### src/rtl/lstm_gate_sequencer.sv
// lstm_gate_sequencer: walks one LSTM sequence (timestep -> hidden unit ->
// gate -> operand phase -> chunk). It issues one chunk-read request per
// PARALL_NUM-wide slice to the weight reader, then hands each finished hidden
// unit to the C/H update stage.
//
// Handshakes:
//   rd_start/rd_done: rd_start is a one-cycle request. The FSM then waits in
//     WAIT for a one-cycle rd_done. rd_done seen in any other state is ignored.
//   cell_req/cell_ack: cell_req is a level that stays high until cell_ack is
//     sampled high in CELL. cell_ack seen in any other state is ignored.
module lstm_gate_sequencer #(
  parameter int input_size      = 16,
  parameter int hidden_size     = 8,
  parameter int sequence_length = 2,
  parameter int PARALL_NUM      = 8,
  localparam int LW = $clog2(PARALL_NUM) + 1
) (
  input  logic          clk,
  input  logic          rst,
  input  logic          start,
  output logic          busy,
  output logic          done,
  output logic [2:0]    STATE,
  output logic [2:0]    STATE_TYPE,
  output logic          rd_start,
  output logic [23:0]   chunk_base,
  output logic [LW-1:0] chunk_len,
  output logic          last_chunk,
  input  logic          rd_done,
  output logic [23:0]   hid_idx,
  output logic [23:0]   step_idx,
  output logic          cell_req,
  input  logic          cell_ack,
  output logic          HID_CYCLE_FINISH,
  output logic [2:0]    fsm_state
);

  typedef enum logic [2:0] {
    S_IDLE  = 3'd0,
    S_ISSUE = 3'd1,
    S_WAIT  = 3'd2,
    S_NEXT  = 3'd3,
    S_CELL  = 3'd4,
    S_DONE  = 3'd5
  } fsm_t;

  localparam logic [2:0]  G_IN      = 3'd1;
  localparam logic [2:0]  G_OUT     = 3'd4;
  localparam logic [2:0]  PH_AD     = 3'd1;
  localparam logic [2:0]  PH_AH     = 3'd2;
  localparam logic [23:0] LAST_HID  = 24'(hidden_size - 1);
  localparam logic [23:0] LAST_STEP = 24'(sequence_length - 1);

  fsm_t        state;
  logic [2:0]  nx_gate;
  logic [2:0]  nx_phase;
  logic [23:0] nx_base;
  logic        nx_cell;

  assign fsm_state = state;

  // Row length of the operand being read: input features or hidden units.
  function automatic logic [23:0] row_len(input logic [2:0] ph);
    return (ph == PH_AD) ? 24'(input_size) : 24'(hidden_size);
  endfunction

  // A chunk is the last one of its phase when it reaches the end of the row.
  function automatic logic is_last(input logic [2:0] ph, input logic [23:0] base);
    return (25'(base) + 25'(PARALL_NUM)) >= 25'(row_len(ph));
  endfunction

  // The last chunk carries the remainder (1..PARALL_NUM); all others are full.
  function automatic logic [LW-1:0] len_of(input logic [2:0] ph, input logic [23:0] base);
    logic [23:0] rem;
    rem = row_len(ph) - base;
    if (is_last(ph, base)) return LW'(rem);
    else return LW'(PARALL_NUM);
  endfunction

  // Next read target after a chunk completes: chunk, then phase, then gate carry.
  always_comb begin
    nx_gate  = STATE;
    nx_phase = STATE_TYPE;
    nx_base  = chunk_base + 24'(PARALL_NUM);
    nx_cell  = 1'b0;
    if (last_chunk) begin
      nx_base = '0;
      if (STATE_TYPE == PH_AD) begin
        nx_phase = PH_AH;
      end else if (STATE < G_OUT) begin
        nx_gate  = STATE + 3'd1;
        nx_phase = PH_AD;
      end else begin
        nx_cell = 1'b1;
      end
    end
  end

  // Sequencer FSM; every output is registered and set on entry to its state.
  always_ff @(posedge clk or posedge rst) begin
    if (rst) begin
      state            <= S_IDLE;
      busy             <= 1'b0;
      done             <= 1'b0;
      STATE            <= '0;
      STATE_TYPE       <= '0;
      rd_start         <= 1'b0;
      chunk_base       <= '0;
      chunk_len        <= LW'(PARALL_NUM);
      last_chunk       <= 1'b0;
      hid_idx          <= '0;
      step_idx         <= '0;
      cell_req         <= 1'b0;
      HID_CYCLE_FINISH <= 1'b0;
    end else begin
      rd_start         <= 1'b0;
      done             <= 1'b0;
      HID_CYCLE_FINISH <= 1'b0;
      case (state)
        S_IDLE: begin
          if (start) begin
            state      <= S_ISSUE;
            busy       <= 1'b1;
            rd_start   <= 1'b1;
            step_idx   <= '0;
            hid_idx    <= '0;
            STATE      <= G_IN;
            STATE_TYPE <= PH_AD;
            chunk_base <= '0;
            chunk_len  <= len_of(PH_AD, '0);
            last_chunk <= is_last(PH_AD, '0);
          end
        end
        S_ISSUE: state <= S_WAIT;
        S_WAIT: begin
          if (rd_done) state <= S_NEXT;
        end
        S_NEXT: begin
          if (nx_cell) begin
            state      <= S_CELL;
            cell_req   <= 1'b1;
            STATE      <= G_OUT;
            STATE_TYPE <= '0;
            last_chunk <= 1'b0;
          end else begin
            state      <= S_ISSUE;
            rd_start   <= 1'b1;
            STATE      <= nx_gate;
            STATE_TYPE <= nx_phase;
            chunk_base <= nx_base;
            chunk_len  <= len_of(nx_phase, nx_base);
            last_chunk <= is_last(nx_phase, nx_base);
          end
        end
        S_CELL: begin
          if (cell_ack) begin
            cell_req <= 1'b0;
            if (hid_idx < LAST_HID || step_idx < LAST_STEP) begin
              if (hid_idx < LAST_HID) begin
                hid_idx <= hid_idx + 24'd1;
              end else begin
                hid_idx          <= '0;
                step_idx         <= step_idx + 24'd1;
                HID_CYCLE_FINISH <= 1'b1;
              end
              state      <= S_ISSUE;
              rd_start   <= 1'b1;
              STATE      <= G_IN;
              STATE_TYPE <= PH_AD;
              chunk_base <= '0;
              chunk_len  <= len_of(PH_AD, '0);
              last_chunk <= is_last(PH_AD, '0);
            end else begin
              state            <= S_DONE;
              HID_CYCLE_FINISH <= 1'b1;
              hid_idx          <= '0;
              step_idx         <= '0;
              STATE            <= '0;
              STATE_TYPE       <= '0;
              chunk_base       <= '0;
              chunk_len        <= LW'(PARALL_NUM);
            end
          end
        end
        S_DONE: begin
          state <= S_IDLE;
          done  <= 1'b1;
          busy  <= 1'b0;
        end
        default: state <= S_IDLE;
      endcase
    end
  end

endmodule
### config.mk
export PLATFORM = sky130hd
export DESIGN_NAME = lstm_gate_sequencer
export DESIGN_NICKNAME = d
export VERILOG_FILES = /design/src/rtl/lstm_gate_sequencer.sv
export SDC_FILE = /design/constraint.sdc
export NUM_CORES = 1
export LEC_CHECK = 0
export CAP_MARGIN = 5
export CORE_UTILIZATION = 24
export DETAILED_ROUTE_END_ITERATION = 10
export GPL_TIMING_DRIVEN = 0
export PLACE_DENSITY = 0.44
export SYNTH_ARGS = -nofsm -noshare
export SYNTH_HDL_FRONTEND = slang
export SYNTH_SLANG_ARGS = --single-unit
### constraint.sdc
create_clock -name clk -period 4.6 [get_ports clk]
set_input_delay 0.69 -clock clk [delete_from_list [all_inputs] [get_ports clk]]
set_output_delay 0.69 -clock clk [all_outputs]
set_load 0.005 [all_outputs]
* Word level (Yosys, flattened, before mapping)
Index checks and enable logic that the tools add are counted.
** Cells by class
- Add/sub/neg operators :: 6
- Reductions and logical operators :: 15
- $lt $le $gt $ge :: 4
- Muxes and demuxes :: 60
- Equality and inequality tests :: 17
** Operators with widths (number)
- 24-bit two-way mux :: 10
- 24-bit case mux with 2 select lines :: 2
- 24-bit case mux with 3 select lines :: 1
- 24-bit by 1-bit adder with 24-bit output (second input constant) :: 2
- 3-bit two-way mux :: 14
- 24-bit by 4-bit adder with 25-bit output (second input constant) :: 1
- 25-bit by 5-bit greater-or-equal comparator with 1-bit output :: 1
- 24-bit by 4-bit adder with 24-bit output (second input constant) :: 1
- 24-bit by 1-bit < comparator with 1-bit output (second input constant) :: 1
- 24-bit by 3-bit < comparator with 1-bit output (second input constant) :: 1
- 1-bit two-way mux :: 20
- 3-bit case mux with 3 select lines :: 2
- 4-bit two-way mux :: 4
- 3-bit case mux with 5 select lines :: 1
- 2-bit inequality test (second input constant) :: 6
- 3-bit inequality test (second input constant) :: 4
- 4-bit case mux with 3 select lines :: 1
- 3-bit AND reduction :: 4
- 4-bit AND reduction :: 3
- 3-bit by 1-bit == test with 1-bit output (second input constant) :: 3
- 3-bit by 2-bit == test with 1-bit output (second input constant) :: 2
- 3-bit == test (second input constant) :: 2
- 1-bit case mux with 3 select lines :: 2
- 6-bit AND reduction :: 1
- other kinds (10) :: 13
** Storage, ports and cells
- Output and inout bits :: 91
- Logic and storage cells :: 115
- Register bits :: 91

* Logic depth before layout (Yosys ltp)
Gate-level depths: netlist of the first run.
- Word-level depth :: 10
- Gate-level depth with buffers :: 15
- Mapped depth without buffers :: 14

* Worst setup path before layout of the first run
No wires, ideal clock.
- Path type :: flip-flop to flip-flop
- Start point :: register last_chunk
- End point :: register chunk_len[2]
- Data arrival time :: 3.728 ns
- Required time :: 4.462 ns
- Stages on the path, launching flop included :: 15
- Path slack :: 0.735 ns
- Cells stage by stage :: dfrtp_1 > clkbuf_4 > clkbuf_1 > buf_4 > nor2_1 > ha_1 > or3b_2 > mux2i_1 > o211ai_1 > nor4_1 > nor2b_1 > o22ai_1 > or4_1 > nor4_2 > o31ai_1
** Between the ends
- Word-level cells in the longest chain between the ends :: 7
** RTL lines
- start, declared :: line 28 : output logic last_chunk,
- start signal, assigned :: line 131 : last_chunk <= is_last(PH_AD, '0);
- start signal, assigned :: line 152 : last_chunk <= is_last(nx_phase, nx_base);
- start signal, assigned :: line 172 : last_chunk <= is_last(PH_AD, '0);
- branches (longest 7 deep; another with 24-bit by 4-bit adder with 25-bit output)
- end signal, assigned :: line 109 : chunk_len <= LW'(PARALL_NUM);
- end signal, assigned :: line 130 : chunk_len <= len_of(PH_AD, '0);
- end signal, assigned :: line 151 : chunk_len <= len_of(nx_phase, nx_base);
- end, declared :: line 27 : output logic [LW-1:0] chunk_len,
Parallel ways; which one is timed is not known. The select of a mux whose other input is x is not followed.
A chain may end at the register's enable or synchronous reset.

* Worst setup path after layout of the first run
Same ends and word-level chain as after synthesis.

==> results of run 1 <==
-- critical path: stages, from the launching register on --
cell and delay (ns):
dfrtp_1 0.48, clkbuf_4 0.24, buf_2 0.21, buf_4 0.20, nor2_1 0.17, ha_2 0.24
or3b_2 0.46, mux2i_2 0.21, nand3_1 0.11, nor2_1 0.14, mux2i_1 0.11, or4_1 0.56
or4_1 0.58, nor4_4 0.24, buf_4 0.20, o31ai_1 0.08
-- cell families (layout without fill, tap and decap cells) --
logic type               count (synthesis)  after routing  synth area share, %
AO/OA/AOI/OAI                          140            140                 17.6
XOR/XNOR                                25             25                 4.32
adder cells (fa/ha/maj)                  9              9                 2.15
buffers and inverters                   44            159                 4.03
flip-flops                              91             91                 43.4
multiplexers                             5              5                0.978
AND/OR/NAND/NOR                        278            278                 27.5
-- per-stage QoR --
stage	area, sq um	power, mW	util (%)	std cells
final	6930	2.68	32.7	982
after detailed placement	6560	1.84	30.9	963
after global routing	6930	2.86	32.7	982
after CTS	6900	2.68	32.5	979
after floorplan	5250	1.47	-	592
after global placement	6540	1.83	30.8	962
-- synthesized netlist by cell type (all sizes together) (7+ instances only) --
cell    number
a21oi       30
a31oi       25
and2         7
and3        11
and4         7
buf         12
clkbuf      17
dfrtp       90
ha           9
inv         15
nand2       57
nand3       22
nand4       16
nor2        89
nor2b        8
nor3        14
nor4        22
o21ai       32
o31ai       13
xnor2       13
xor2        12
-- cells in the final DEF, fill, tap and decap left out, types with 8 or more instances in the layout --
cell             netlist  routed
xor2_1                12      12
nand3_1               21      21
a31oi_1               24      24
clkdlybuf4s50_1        0      95
o21ai_0               29      29
xnor2_1               12      12
and3_1                11      11
dfrtp_1               90      90
o31ai_1               13      13
nor4_1                18      17
nor3_1                13      13
nor2b_1                8       8
inv_1                 15      14
nand2_1               57      57
ha_1                   9       8
clkbuf_16              0       9
a21oi_1               30      30
clkbuf_1              16      15
nor2_1                88      88
nand4_1               14      14
-- timing repair --
item                                    CTS  global route
gates resized for setup                   2             6
endpoints found under the setup margin    5             5
setup buffers                             0             2
hold endpoints to repair                  0             0
pin swaps                                 1             2
-- power groups by stage --
stage / combinational (mW) / clock (mW) / sequential (mW)
after floorplan: 0.556 / 0 / 0.909
after global placement: 0.906 / 0 / 0.923
after detailed placement: 0.915 / 0 / 0.924
after CTS: 0.933 / 0.837 / 0.908
after global routing: 1.09 / 0.859 / 0.915
final: 0.970 / 0.804 / 0.907
-- metal layers --
layer / up-vias / part of all wire [%] / global-route usage [%]
met5: - / 0 / 0
met1: 2364 / 46 / 20.4
li1: 2398 / - / -
met2: 122 / 47 / 25.9
met4: 0 / 1.6 / 4.14
met3: 24 / 6.0 / 4.36
-- worst max path at each step --
stage          startpoint      endpoint  slack (ns)
5_1_grt        last_chunk    last_chunk       0.002
2_1_floorplan  last_chunk  chunk_len[2]        0.73
3_5_place_dp   last_chunk  chunk_len[2]       -0.29
4_1_cts        last_chunk  chunk_len[2]        0.06
3_3_place_gp   last_chunk  chunk_len[1]       -0.26
6_report       last_chunk  chunk_len[2]        0.22
-- state kept, by name (all words and copies together) (netlist names) --
name              count
chunk_base           24
hid_idx              24
step_idx             24
chunk_len             4
STATE                 3
STATE_TYPE            3
fsm_state             3
HID_CYCLE_FINISH      1
busy                  1
cell_req              1
done                  1
last_chunk            1
rd_start              1
-- final cells by class --
cell class	instances	share of cell area [%]
tap	275	4.96
inverter	15	0.848
clock inverter	7	1.34
sequential	91	32.9
multi-input combinational	457	40.2
timing repair buffer	99	14.3
buffer	29	2.26
clock buffer	9	3.25
==> flow_metrics.env, run 1 <==
export IMPL_yosysWarnings=0
export IMPL_area_delta_synth_final_pct=32.1
export IMPL_timing_rr_start="last_chunk"
export IMPL_hold_depth=2
export IMPL_cts_buffers=9
export IMPL_seq_power_share_pct=33.8
export IMPL_nFillCells=2256
export IMPL_fp_dieW_um=150
export IMPL_io_buffers=95
export IMPL_status="complete, no violations"
export IMPL_worstMarginPinSlew_ns=1.00
export IMPL_yosysTopAreaCell="dfrtp_1"
export IMPL_htree_levels=3
export IMPL_period_needed_ns=4.38
export IMPL_final_nets=716
export IMPL_synth_edf_count=0
export IMPL_dieArea_sq_mm=0.0225
export IMPL_crit_type="register to register"
export IMPL_core_rowCount=53
export IMPL_max_freq_mhz=228
export IMPL_drtIter0Drc=331
export IMPL_cellPowerDensity_mw_per_mm2=387
export IMPL_slew_viol_final=0
export IMPL_cts_root_buf="clkbuf_16"
export IMPL_multi_input_area_sq_mm=0.00279
export IMPL_r2r_setup_slack_ns=0.22
export IMPL_clockBufferDepth=2
export IMPL_cap_viol_max_count=0
export IMPL_ys_seq_area_share_pct=43.4
export IMPL_regArea_sq_mm=0.00228
export IMPL_min_delay_path_class="register to register"
export IMPL_avgSynthCellArea_sq_um=8.86
export IMPL_track_usage_pct=15.8
export IMPL_avgViaCountPerCell=5.00
export IMPL_syn_cell_area_sq_mm=0.00525
export IMPL_first_pass_iters=4
export IMPL_min_to="chunk_len[2]"
export IMPL_num_antenna_cells=0
export IMPL_ant_nets=0
export IMPL_synth_seq_cells=91
export IMPL_hold_start="chunk_len[2]"
export IMPL_cp_start_kind="register"
export IMPL_core_area_sq_mm=0.0212
export IMPL_worstPathArrival_ns=4.61
export IMPL_worst_r2r_cell_count=15
export IMPL_peakVddDrop_v=0.000179
export IMPL_initial_utilization_pct=24.7
export IMPL_holdWs_ns=0.487
export IMPL_wl_um=16900
export IMPL_yosysTopAreaCellShare_pct=42.9
export IMPL_grt_overflow=0
export IMPL_final_setup_tns_ns=0
export IMPL_relSlewSlack_pct=33.1
export IMPL_worstSkewPairLatency_ns=0.36
export IMPL_ios=96
export IMPL_pwr_share_clk_pct=30.0
export IMPL_die_y_um=150
export IMPL_routabilityCongestion=0.859
export IMPL_synth_cell_types=70
export IMPL_path_clk_slew_ns=0.08
export IMPL_p_comb_share_pct=36.2
export IMPL_fin_crit_sh_pct=95.2
export IMPL_critPathRequiredTime_ns=4.83
export IMPL_worstSetupEndpointType="register"
export IMPL_setup_viol=0
export IMPL_worst_path_max_fanout=10
export IMPL_wl_per_cell_um=17.2
export IMPL_num_vias=4908
export IMPL_grt_pass1_wl_um=27500
export IMPL_p_leak_nw=2.83
export IMPL_grt_max_degree=57
export IMPL_swShare_pct=38.4
export IMPL_drive_above_1_share_pct=8.20
export IMPL_synth_fp_nets=606
export IMPL_synthCells=592
export IMPL_synth_top_cells_by_area="dfrtp_1 (43%), nor2_1 (6.3%), nand2_1 (4.1%)"
export IMPL_antenna_found_initial=0
export IMPL_cts_sinks=91
export IMPL_rsz0062_at_grt="no"
export IMPL_place_ws_ns=-0.285
export IMPL_synthFlopType="dfrtp_1"
export IMPL_hpwl_um=12300
export IMPL_synthArstFlopShare_pct=100
export IMPL_setup_ws_ns=0.223
export IMPL_p_sw_mw=1.03
export IMPL_drc=0
export IMPL_hold_violations=0
export IMPL_worst_clock_skew_ns=0.0127
export IMPL_hold_buffers=0
export IMPL_regToRegEndpoint="chunk_len[2]"
export IMPL_grt_pass1_vias=5006
export IMPL_cts_tree="done"
export IMPL_p_int_mw=1.65
Power figures use the tool's default switching activity.
==> run 2: changes to the inputs <==
CORE_UTILIZATION = 53   (was 24)
CTS_CLUSTER_DIAMETER = 200   (was unset)
CTS_CLUSTER_SIZE = 16   (was unset)
PLACE_DENSITY = 0.82   (was 0.44)
==> flow_metrics.env, run 2 (synthesis gave the netlist of run 1 again) <==
export IMPL_hold_violations=0
export IMPL_grt_max_degree=76
export IMPL_top_usage_layer="met2"
export IMPL_hold_start="cell_req"
export IMPL_path_clk_slew_ns=0.10
export IMPL_avgViaCountPerCell=6.12
export IMPL_slew_viol_final=0
export IMPL_final_cell_mix="clkdlybuf4s50_1 (95), dfrtp_1 (90), nor2_1 (88), nand2_1 (57), a21oi_1 (30)"
export IMPL_cap_viol_max_count=0
export IMPL_holdWs_ns=0.496
export IMPL_worst_r2r_cell_count=15
export IMPL_final_nets=714
export IMPL_antenna_found_initial=0
export IMPL_cts_tree="done"
export IMPL_nFillCells=767
export IMPL_die_y_um=101
export IMPL_htree_levels=3
export IMPL_wl_um=14900
export IMPL_critPathLaunch="last_chunk"
export IMPL_cts_sinks=91
export IMPL_core_area_sq_mm=0.00942
export IMPL_ant_nets=0
export IMPL_cts_buffers=9
export IMPL_worst_clock_skew_ns=0.0140
export IMPL_worstSkewPairLatency_ns=0.36
export IMPL_top_regs="chunk_base: 24 flops, hid_idx: 24 flops, step_idx: 24 flops"
export IMPL_multi_input_area_sq_mm=0.00277
export IMPL_worst_path_max_fanout=10
export IMPL_hold_depth=2
export IMPL_drtIter0Drc=276
export IMPL_hpwl_um=10700
export IMPL_timing_rr_start="last_chunk"
export IMPL_area_delta_synth_final_pct=25.9
export IMPL_relSlewSlack_pct=25.3
export IMPL_ios=96
export IMPL_critPathRequiredTime_ns=4.84
export IMPL_drive_above_1_share_pct=7.52
export IMPL_final_util_pct=70.2
export IMPL_num_antenna_cells=0
export IMPL_core_rowCount=35
export IMPL_cp_start_kind="register"
export IMPL_drc=0
export IMPL_setup_viol=0
export IMPL_fin_crit_sh_pct=96.0
export IMPL_status="complete, no violations"
export IMPL_fp_dieW_um=101
export IMPL_grt_pass1_vias=5028
export IMPL_worstMarginPinSlew_ns=1.11
export IMPL_regArea_sq_mm=0.00228
export IMPL_mostFrequentLayoutCell="clkdlybuf4s50_1"
export IMPL_p_leak_nw=2.75
export IMPL_worstSetupEndpointType="register"
export IMPL_first_pass_iters=5
export IMPL_initial_utilization_pct=55.7
export IMPL_clockBufferDepth=2
export IMPL_io_buffers=95
export IMPL_wl_per_cell_um=17.8
export IMPL_cts_root_buf="clkbuf_8"
export IMPL_track_usage_pct=30.3
export IMPL_grt_pass1_wl_um=24300
export IMPL_place_ws_ns=-0.127
export IMPL_grt_overflow=0
export IMPL_setup_ws_ns=0.184
export IMPL_routabilityCongestion=0.913
export IMPL_use_met3_pct=6.63
export IMPL_use_met1_pct=37.4
export IMPL_max_freq_mhz=226
export IMPL_worstPathArrival_ns=4.65
export IMPL_crit_type="register to register"
export IMPL_dieArea_sq_mm=0.0103
export IMPL_period_needed_ns=4.42
export IMPL_peakVddDrop_v=0.000213
export IMPL_num_vias=5108
export IMPL_min_delay_path_class="register to register"
export IMPL_cellPowerDensity_mw_per_mm2=366
export IMPL_grt_use_met2_pct=51.0
run 2: per-stage QoR:
stage                     cells  TNS, ns  instance area (sq um)  total power, mW
final                       834        0                   6610             2.42
after global routing        834  -0.0747                   6610             2.53
after CTS                   833        0                   6590             2.37
after detailed placement    817   -0.451                   6390             1.80
after global placement      816   -0.243                   6360             1.78
after floorplan             592        0                   5250             1.47
run 2: routing by layer:
layer	wire length (um)	vias to the layer above	share of wire [%]
met2	7150	226	48
li1	-	2374	-
met5	0	-	0
met4	505	0	3.4
met3	1080	41	7.3
met1	6120	2467	41
run 2: cell type report:
type	instances	share of cell area [%]
multi-input combinational	457	42.0
sequential	91	34.5
timing repair buffer	97	14.9
tap	129	2.44
buffer	29	2.35
clock buffer	10	2.08
inverter	15	0.890
clock inverter	6	0.852
run 2: report_power, final:
part           internal [mW]  total, mW  switching [mW]
clock                  0.225      0.555           0.331
sequential             0.851      0.903          0.0519
combinational          0.352      0.959           0.607
run 2: what timing repair did:
item | 4_1_cts | 5_1_grt
buffers inserted | 0 | 1
resized for setup | 1 | 1
hold buffers | 0 | 0
pin swaps | 0 | 1
setup endpoints to repair | 5 | 5
hold endpoints to repair | 0 | 0
run 2: worst max-delay path, cell delays in order (launching register included):
cell       delay, ns
dfrtp_1         0.46
clkbuf_4        0.22
clkbuf_1        0.26
buf_4           0.25
nor2_1          0.16
ha_1            0.26
or3b_2          0.45
mux2i_1         0.21
o211ai_1        0.20
nor2_1          0.14
a2bb2oi_1       0.07
or4_1           0.56
or4_1           0.58
nor4_4          0.17
buf_4           0.20
o31ai_1         0.09
run 2: path summary, 6_finish.rpt:
kind | endpoint | slack (ns)
max | chunk_len[2] | 0.18
min | cell_req | 0.50
max reg2reg | chunk_len[2] | 0.18
min reg2reg | cell_req | 0.50
max in group asynchronous | chunk_len[3] | 3.33
min in group asynchronous | chunk_base[3] | 0.61
